## config.mk

```make
export PLATFORM = sky130hd
export DESIGN_NAME = pipe_ctrl_unit_flat
export DESIGN_NICKNAME = d
export VERILOG_FILES = /design/src/rtl/pipe_ctrl_unit_if.sv /design/src/rtl/pipe_ctrl_unit.sv /design/src/flat_wrapper.sv
export SDC_FILE = /design/constraint.sdc
export NUM_CORES = 1
export LEC_CHECK = 0
export CAP_MARGIN = 20
export CORE_MARGIN = 2
export CORE_UTILIZATION = 46
export DETAILED_ROUTE_END_ITERATION = 8
export PLACE_DENSITY_LB_ADDON = 0.2
export SYNTH_ARGS = -nofsm -noshare
export SYNTH_HDL_FRONTEND = slang
export SYNTH_SLANG_ARGS = --single-unit
```

## constraint.sdc

```tcl
create_clock -name clk -period 3 [get_ports clk]
set_input_delay 0.6 -clock clk [delete_from_list [all_inputs] [get_ports clk]]
set_output_delay 0.6 -clock clk [all_outputs]
set_load 0.01 [all_outputs]
```

## src/rtl/pipe_ctrl_unit_if.sv

```systemverilog
// pipe_ctrl_unit_if: ID-side inputs and per-stage control outputs of pipe_ctrl_unit
interface pipe_ctrl_unit_if #(
    parameter int REG_AW = 5,
`ifdef PIPE_CTRL_EXT_OPS_EN
    parameter int ALU_OP_W = 3,
`else
    parameter int ALU_OP_W = 2,
`endif
    parameter int CNT_W = 16
);
    logic                id_valid;
    logic [6:0]          opcode;
    logic [REG_AW-1:0]   rs1, rs2, rd;
    logic                flush;
    logic                hazard_stall;
    logic                ex_valid, ex_alu_src, ex_branch, ex_illegal;
    logic [ALU_OP_W-1:0] ex_alu_op;
    logic                mem_read, mem_write;
    logic                wb_reg_write, wb_mem_to_reg;
    logic [REG_AW-1:0]   wb_rd;
    logic [CNT_W-1:0]    stall_cnt;
    modport master (
        output id_valid, opcode, rs1, rs2, rd, flush,
        input  hazard_stall, ex_valid, ex_alu_src, ex_alu_op, ex_branch, ex_illegal,
        input  mem_read, mem_write, wb_reg_write, wb_mem_to_reg, wb_rd, stall_cnt
    );
    modport slave (
        input  id_valid, opcode, rs1, rs2, rd, flush,
        output hazard_stall, ex_valid, ex_alu_src, ex_alu_op, ex_branch, ex_illegal,
        output mem_read, mem_write, wb_reg_write, wb_mem_to_reg, wb_rd, stall_cnt
    );
endinterface

```

## src/rtl/pipe_ctrl_unit.sv

```systemverilog
// pipe_ctrl_unit: ID decode, ID/EX/MEM/WB control pipeline and load-use stall; PIPE_CTRL_EXT_OPS_EN adds I-ALU/LUI/AUIPC/JAL/JALR
module pipe_ctrl_unit #(
    parameter int REG_AW = 5,
`ifdef PIPE_CTRL_EXT_OPS_EN
    parameter int ALU_OP_W = 3,
`else
    parameter int ALU_OP_W = 2,
`endif
    parameter int CNT_W = 16
) (
    input logic clk,
    input logic rst,
    pipe_ctrl_unit_if.slave bus
);
    typedef struct packed {
        logic valid, alu_src, mem_to_reg, reg_write, mem_read, mem_write, branch, illegal;
        logic [ALU_OP_W-1:0] alu_op;
        logic [REG_AW-1:0] rd;
    } ctrl_t;
    ctrl_t dec, id_ex;
    logic uses_rs2, stall;
    logic em_rw, em_m2r, em_mr, em_mw;
    logic [REG_AW-1:0] em_rd;
    logic mw_rw, mw_m2r;
    logic [REG_AW-1:0] mw_rd;
    logic [CNT_W-1:0] cnt;
    always_comb begin
        dec = '0;
        uses_rs2 = 1'b0;
        case (bus.opcode)
            7'b0110011: begin dec.reg_write = 1'b1; dec.alu_op = ALU_OP_W'(2'b10); uses_rs2 = 1'b1; end
            7'b0000011: begin dec.alu_src = 1'b1; dec.mem_to_reg = 1'b1; dec.reg_write = 1'b1; dec.mem_read = 1'b1; end
            7'b0100011: begin dec.alu_src = 1'b1; dec.mem_write = 1'b1; uses_rs2 = 1'b1; end
            7'b1100011: begin dec.branch = 1'b1; dec.alu_op = ALU_OP_W'(2'b01); uses_rs2 = 1'b1; end
`ifdef PIPE_CTRL_EXT_OPS_EN
            7'b0010011: begin dec.alu_src = 1'b1; dec.reg_write = 1'b1; dec.alu_op = ALU_OP_W'(3'b011); end
            7'b0110111: begin dec.alu_src = 1'b1; dec.reg_write = 1'b1; dec.alu_op = ALU_OP_W'(3'b100); end
            7'b0010111: begin dec.alu_src = 1'b1; dec.reg_write = 1'b1; dec.alu_op = ALU_OP_W'(3'b101); end
            7'b1101111: begin dec.branch = 1'b1; dec.reg_write = 1'b1; dec.alu_op = ALU_OP_W'(3'b110); end
            7'b1100111: begin dec.branch = 1'b1; dec.alu_src = 1'b1; dec.reg_write = 1'b1; dec.alu_op = ALU_OP_W'(3'b110); end
`endif
            default: dec.illegal = 1'b1;
        endcase
        dec.valid = 1'b1;
        dec.rd = bus.rd;
        dec.reg_write = dec.reg_write & (|bus.rd);
        dec = bus.id_valid ? dec : '0;
    end
    // the load's rd is only known here while it sits in EX, one cycle before its data exists
    assign stall = ~rst & bus.id_valid & id_ex.valid & id_ex.mem_read & (|id_ex.rd) & ~bus.flush
                   & (id_ex.rd == bus.rs1 | (uses_rs2 & id_ex.rd == bus.rs2));
    always_ff @(posedge clk) begin
        if (rst) begin
            id_ex <= '0;
            {em_rw, em_m2r, em_mr, em_mw, em_rd} <= '0;
            {mw_rw, mw_m2r, mw_rd} <= '0;
            cnt <= '0;
        end else begin
            id_ex <= (bus.flush | stall) ? '0 : dec;
            {em_rw, em_m2r, em_mr, em_mw, em_rd} <= {id_ex.reg_write, id_ex.mem_to_reg, id_ex.mem_read, id_ex.mem_write, id_ex.rd};
            {mw_rw, mw_m2r, mw_rd} <= {em_rw, em_m2r, em_rd};
            cnt <= (stall & ~(&cnt)) ? cnt + CNT_W'(1) : cnt;
        end
    end
    assign bus.hazard_stall  = stall;
    assign bus.ex_valid      = id_ex.valid;
    assign bus.ex_alu_src    = id_ex.alu_src;
    assign bus.ex_alu_op     = id_ex.alu_op;
    assign bus.ex_branch     = id_ex.branch;
    assign bus.ex_illegal    = id_ex.illegal;
    assign bus.mem_read      = em_mr;
    assign bus.mem_write     = em_mw;
    assign bus.wb_reg_write  = mw_rw;
    assign bus.wb_mem_to_reg = mw_m2r;
    assign bus.wb_rd         = mw_rd;
    assign bus.stall_cnt     = cnt;
endmodule
```

## src/flat_wrapper.sv

```systemverilog
// flat-port wrapper written by rule: the top's interface ports become plain ports
module pipe_ctrl_unit_flat 
#(
    parameter int REG_AW = 5,

    parameter int ALU_OP_W = 2,

    parameter int CNT_W = 16
)
  (clk, rst, bus_id_valid, bus_opcode, bus_rs1, bus_rs2, bus_rd, bus_flush, bus_hazard_stall, bus_ex_valid, bus_ex_alu_src, bus_ex_alu_op, bus_ex_branch, bus_ex_illegal, bus_mem_read, bus_mem_write, bus_wb_reg_write, bus_wb_mem_to_reg, bus_wb_rd, bus_stall_cnt);
  pipe_ctrl_unit_if #(.REG_AW(REG_AW), .ALU_OP_W(ALU_OP_W), .CNT_W(CNT_W)) bus_i ();
  input logic clk;
  input logic rst;
  input wire logic [$bits(bus_i.id_valid)-1:0] bus_id_valid;
  input wire logic [$bits(bus_i.opcode)-1:0] bus_opcode;
  input wire logic [$bits(bus_i.rs1)-1:0] bus_rs1;
  input wire logic [$bits(bus_i.rs2)-1:0] bus_rs2;
  input wire logic [$bits(bus_i.rd)-1:0] bus_rd;
  input wire logic [$bits(bus_i.flush)-1:0] bus_flush;
  output wire logic [$bits(bus_i.hazard_stall)-1:0] bus_hazard_stall;
  output wire logic [$bits(bus_i.ex_valid)-1:0] bus_ex_valid;
  output wire logic [$bits(bus_i.ex_alu_src)-1:0] bus_ex_alu_src;
  output wire logic [$bits(bus_i.ex_alu_op)-1:0] bus_ex_alu_op;
  output wire logic [$bits(bus_i.ex_branch)-1:0] bus_ex_branch;
  output wire logic [$bits(bus_i.ex_illegal)-1:0] bus_ex_illegal;
  output wire logic [$bits(bus_i.mem_read)-1:0] bus_mem_read;
  output wire logic [$bits(bus_i.mem_write)-1:0] bus_mem_write;
  output wire logic [$bits(bus_i.wb_reg_write)-1:0] bus_wb_reg_write;
  output wire logic [$bits(bus_i.wb_mem_to_reg)-1:0] bus_wb_mem_to_reg;
  output wire logic [$bits(bus_i.wb_rd)-1:0] bus_wb_rd;
  output wire logic [$bits(bus_i.stall_cnt)-1:0] bus_stall_cnt;
  assign bus_i.id_valid = bus_id_valid;
  assign bus_i.opcode = bus_opcode;
  assign bus_i.rs1 = bus_rs1;
  assign bus_i.rs2 = bus_rs2;
  assign bus_i.rd = bus_rd;
  assign bus_i.flush = bus_flush;
  assign bus_hazard_stall = bus_i.hazard_stall;
  assign bus_ex_valid = bus_i.ex_valid;
  assign bus_ex_alu_src = bus_i.ex_alu_src;
  assign bus_ex_alu_op = bus_i.ex_alu_op;
  assign bus_ex_branch = bus_i.ex_branch;
  assign bus_ex_illegal = bus_i.ex_illegal;
  assign bus_mem_read = bus_i.mem_read;
  assign bus_mem_write = bus_i.mem_write;
  assign bus_wb_reg_write = bus_i.wb_reg_write;
  assign bus_wb_mem_to_reg = bus_i.wb_mem_to_reg;
  assign bus_wb_rd = bus_i.wb_rd;
  assign bus_stall_cnt = bus_i.stall_cnt;
  pipe_ctrl_unit #(.REG_AW(REG_AW), .ALU_OP_W(ALU_OP_W), .CNT_W(CNT_W)) u_core (.clk(clk), .rst(rst), .bus(bus_i));
endmodule
```

# Word level (Yosys, flattened, before mapping)
# Index checks and enable logic that the tools add are counted.
# word_totals
inputBits	26
mem_count	0
output_inout_bits	32
latch_bits	0
ff_bits	45
rom_bits	0
ramBits	0
wordCells	57
# op_classes
addsub	1
bitwise_logic	15
mul	0
order_cmp	0
n_eq_ne	6
n_mux	9
n_shift	0
n_div	0
reduce_logical	9
# ops
operator	count
16-bit by 1-bit adder with 16-bit output (second input constant)	1
16-bit AND reduction	1
15-bit two-way mux	1
7-bit by 6-bit == test with 1-bit output (second input constant)	2
5-bit == test	2
5-bit OR reduction	2
1-bit AND	9
7-bit by 2-bit == test with 1-bit output (second input constant)	1
7-bit == test (second input constant)	1
1-bit two-way mux	7
2-bit OR reduction	3
3-bit OR reduction	2
1-bit NOT	4
2-bit case mux with 2 select lines	1
4-bit OR reduction	1
1-bit OR	2

# Longest topological paths before layout
# Gate-level depths: netlist of run 1.
# logic_depth
word_depth	9
ltp_mapped	7
depth_no_buf	6

# Worst setup path after synthesis of run 1
# Ideal clock, no wire load.
# synth_timing
path_kind	input port to output port
startpoint	in bus_opcode[2]
endpoint	out bus_hazard_stall
path_buffers	1
path_stages	5
t_arrival_ns	1.878
setup_slack_ns	0.522
path_cell_list	nand4bb_4 > or3_4 > o22a_4 > buf_6 > nor2_1
# synth_between
elab_chain_cells	6
# synth_rtl
element	line_no	source
start: declaration	flat_wrapper.sv:15	input wire logic [$bits(bus_i.opcode)-1:0] bus_opcode;
7-bit by 6-bit == test with 1-bit output or 7-bit == test (tied branches)	pipe_ctrl_unit.sv:30	case (bus.opcode)
3-bit OR reduction (no source line) *	n/a	
1-bit two-way mux *	pipe_ctrl_unit.sv:30	
1-bit AND *	pipe_ctrl_unit.sv:51	& (id_ex.rd == bus.rs1 | (uses_rs2 & id_ex.rd == bus.rs2));
1-bit OR *	pipe_ctrl_unit.sv:51	
1-bit AND *	pipe_ctrl_unit.sv:51	
end: declaration	flat_wrapper.sv:20	output wire logic [$bits(bus_i.hazard_stall)-1:0] bus_hazard_stall;
# Mark *: on every way between the ends. The rest lies on a longest branch, timed or not.

# Worst setup path in the final report of run 1
# layout_timing
startpoint	in bus_opcode[1]
endpoint	out bus_hazard_stall
# The elaborated chain is that of the path after synthesis.

==> key figures, run 1 <==
Final layout
  – FILL cells: 336
  – Max FFs per register: 16
  – Final net count: 285
  – Util after Layout: 66.5%
  – Final std cells w/o fill: 309
  – Commonest non-fill, non-tap cells in the layout: clkdlybuf4s50_1, dfxtp_1, nor2b_1, a21oi_1
  – Ratio of cells with drive above 1 in the final layout: 9.27%
  – Commonest non-fill, non-tap cell in the layout: clkdlybuf4s50_1
  – Synthesis-to-finish area growth: 40.3%
  – Inserted Diodes: 0

Timing
  – Worst-Margin Slew: 331 ps
  – Unrepaired setup endpoints after global routing: no
  – Fin Hold WS: 439 ps
  – Hold Fails Final Rpt: 0
  – Slew headroom: 77.9%
  – Final setup viols: 0
  – Clk_skew: 9.72 ps
  – Fmax: 0.346 GHz
  – Setup WS post-layout: 114 ps
  – Final worst path period share: 96.2%
  – Crit path time final: 2890 ps
  – Final Max Slew Viols: 0

Critical path
  – Worst setup SP type: input port
  – WP data required: 2400 ps
  – Worst-path cell chain: clkdlybuf4s50_1 > nand4bb_4 > or3_4 > o22a_4 > nor2_1 > dlygate4sd2_1
  – CP Class: in -> out
  – Worst-path maximum fanout: 2
  – CP peak stage delay: 500 ps
  – Crit path depth: 6
  – Crit. End Element: output port
  – Bufs and invs on worst path: 2
  – FF-to-FF path depth: 6
  – Worst path slowest cell: clkdlybuf4s50_1
  – Top delay family on crit path: buffers and inverters
  – Arrival time at the worst endpoint: 2290 ps

Outcome
  – Status: completed

Yosys
  – Cell area after synthesis: 1870 um^2
  – Post-synth EDFFs: 0
  – Synthesized netlist cell count: 193
  – #FFs+latches synth: 44
  – Netlist cell types: 41
  – Yosys warnings: 0
  – Syn nets: 220
  – Dominant synthesized flop cell: dfxtp_1
  – Seq/Total Area, Yosys: 47.1%
  – Async SR Flop Fraction: 0%
  – Avg Inst Size Synth: 9.69 um^2

Floorplan
  – Die X-Extent: 67.7 um
  – Top-Level Pins: 58
  – Row cnt: 23
  – Die Ht: 67.7 um
  – Initial Util: 47.4%
  – Die area: 4590 um^2
  – Core area: 3940 um^2

CTS
  – Root Driver: clkbuf_8
  – Worst-case clock buffer depth: 2
  – Number of clock sinks: 44
  – Clock Pin Slew Worst Setup and Hold Paths: 70 ps
  – H-tree depth: 2
  – CTS tree: built
  – Worst-Skew Late Latency: 290 ps
  – Post-CTS setup buffer count: 0
  – Total CTS buffers: 5

Power and ir drop
  – VDD IR max: 0.327 mV
  – Tot Pwr: 1.06 mW
  – PwrDens: 402 nW/um^2
  – Leakage: 0.897 nW

Drt
  – Pre-antenna DRT Iters: 6
  – Remaining DRCs: 0
  – Vias per cell: 5.35
  – Final ANT Viol Nets: 0
  – Via count: 1,653
  – Final WL: 4.26 mm
  – Drt initial violations: 97
  – Routed len/inst: 13.8 um

Global routing
  – Initial antenna violation count: 0
  – First-pass GRT wire length: 6.96 mm
  – Largest net degree at the start of global routing: 33
  – Vias in the first global route: 1,495
  – GRT overflow: 0
  – Gr usage total: 20.4%

Worst hold path
  – Worst hold stages: 1
  – Hold Path Class: reg -> reg

Job
  – Max-cap violations: 0

Placement
  – RD Place Congestion: 0.805
  – Placed cells: 301
  – Place WS: -232 ps
  – Detail Placement HPWL: 3.06 mm
  – IO Port Bufs: 57
==> kinds of logic (layout without fill, tap and decap cells) <==
| logic type | Yosys count | after routing | share of synthesized area, % |
|---|---|---|---|
| compound gates | 39 | 39 | 13.9 |
| flops | 44 | 44 | 47.1 |
| mux | 1 | 1 | 0.602 |
| buf+inv | 14 | 80 | 3.68 |
| xor+xnor | 11 | 11 | 5.15 |
| simple gates | 82 | 82 | 28.3 |
| fa+ha+maj | 2 | 2 | 1.20 |
==> stage by stage <==
step           area, um^2  TNS, ps
5_1_grt              2620        0
2_1_floorplan        1870        0
3_3_place_gp         2530     -245
6_report             2620        0
4_1_cts              2620        0
3_5_place_dp         2530     -232
==> synthesized netlist by cell type, types with 2 or more instances <==
cell / instances / area (um^2)
a211oi_1: 2 / 15.0
a21oi_1: 14 / 70.1
and2_1: 8 / 50.1
and3_1: 3 / 18.8
and4_1: 3 / 26.3
buf_4: 2 / 15.0
clkbuf_1: 6 / 22.5
dfxtp_1: 44 / 881
inv_1: 4 / 15.0
nand2_1: 8 / 30.0
nand3_1: 6 / 30.0
nand4_1: 6 / 37.5
nor2_1: 4 / 15.0
nor2b_1: 16 / 100
nor3_1: 6 / 30.0
nor4_1: 3 / 18.8
o2111ai_1: 2 / 17.5
o21ai_0: 5 / 25.0
o31ai_1: 9 / 67.6
or3_1: 2 / 12.5
or4_1: 11 / 82.6
xnor2_1: 9 / 78.8
xor2_1: 2 / 17.5
==> layer usage <==
metal / global-route usage, % / wire length [um]
met1: 28.0 / 1980
met2: 30.9 / 1960
met3: 5.17 / 276
met5: 0 / 0
met4: 7.14 / 40
==> what timing repair did <==
item	in CTS	in global routing
resized for setup	2	0
endpoints found under the setup margin	1	0
hold buffers	0	0
==> cell type report <==
class,instances,area [um^2],area share (%)
sequential,44,881,33.6
multi-input combinational,135,920,35.1
timing repair buffer,68,652,24.9
clock inverter,2,10.0,0.382
clock buffer,6,82.6,3.15
inverter,4,15.0,0.573
tap,50,62.6,2.39
==> worst paths after layout <==
check / start / slack (ps) / end
setup / recovery: bus_opcode[1] / 110 / bus_hazard_stall
hold / removal: u_core.id_ex[9] / 440 / u_core.bus.mem_write
setup reg to reg: u_core.id_ex[2] / 880 / u_core.bus.stall_cnt[9]
hold reg to reg: u_core.id_ex[9] / 440 / u_core.bus.mem_write
==> power by group <==
group          leakage (nW)  total (mW)  internal (mW)  switching (mW)
logic                 0.491      0.0877         0.0529          0.0348
registers             0.355       0.592          0.588         0.00360
clock network        0.0510       0.376          0.184           0.192
total                 0.897        1.06          0.825           0.231
Power figures use the tool's default switching activity.
==> run 2: changes to the inputs <==
Settings changed: CAP_MARGIN 20 to 40.
==> results of run 2 <==
The final DEF is identical to that of run 1; final timing and power are the same.
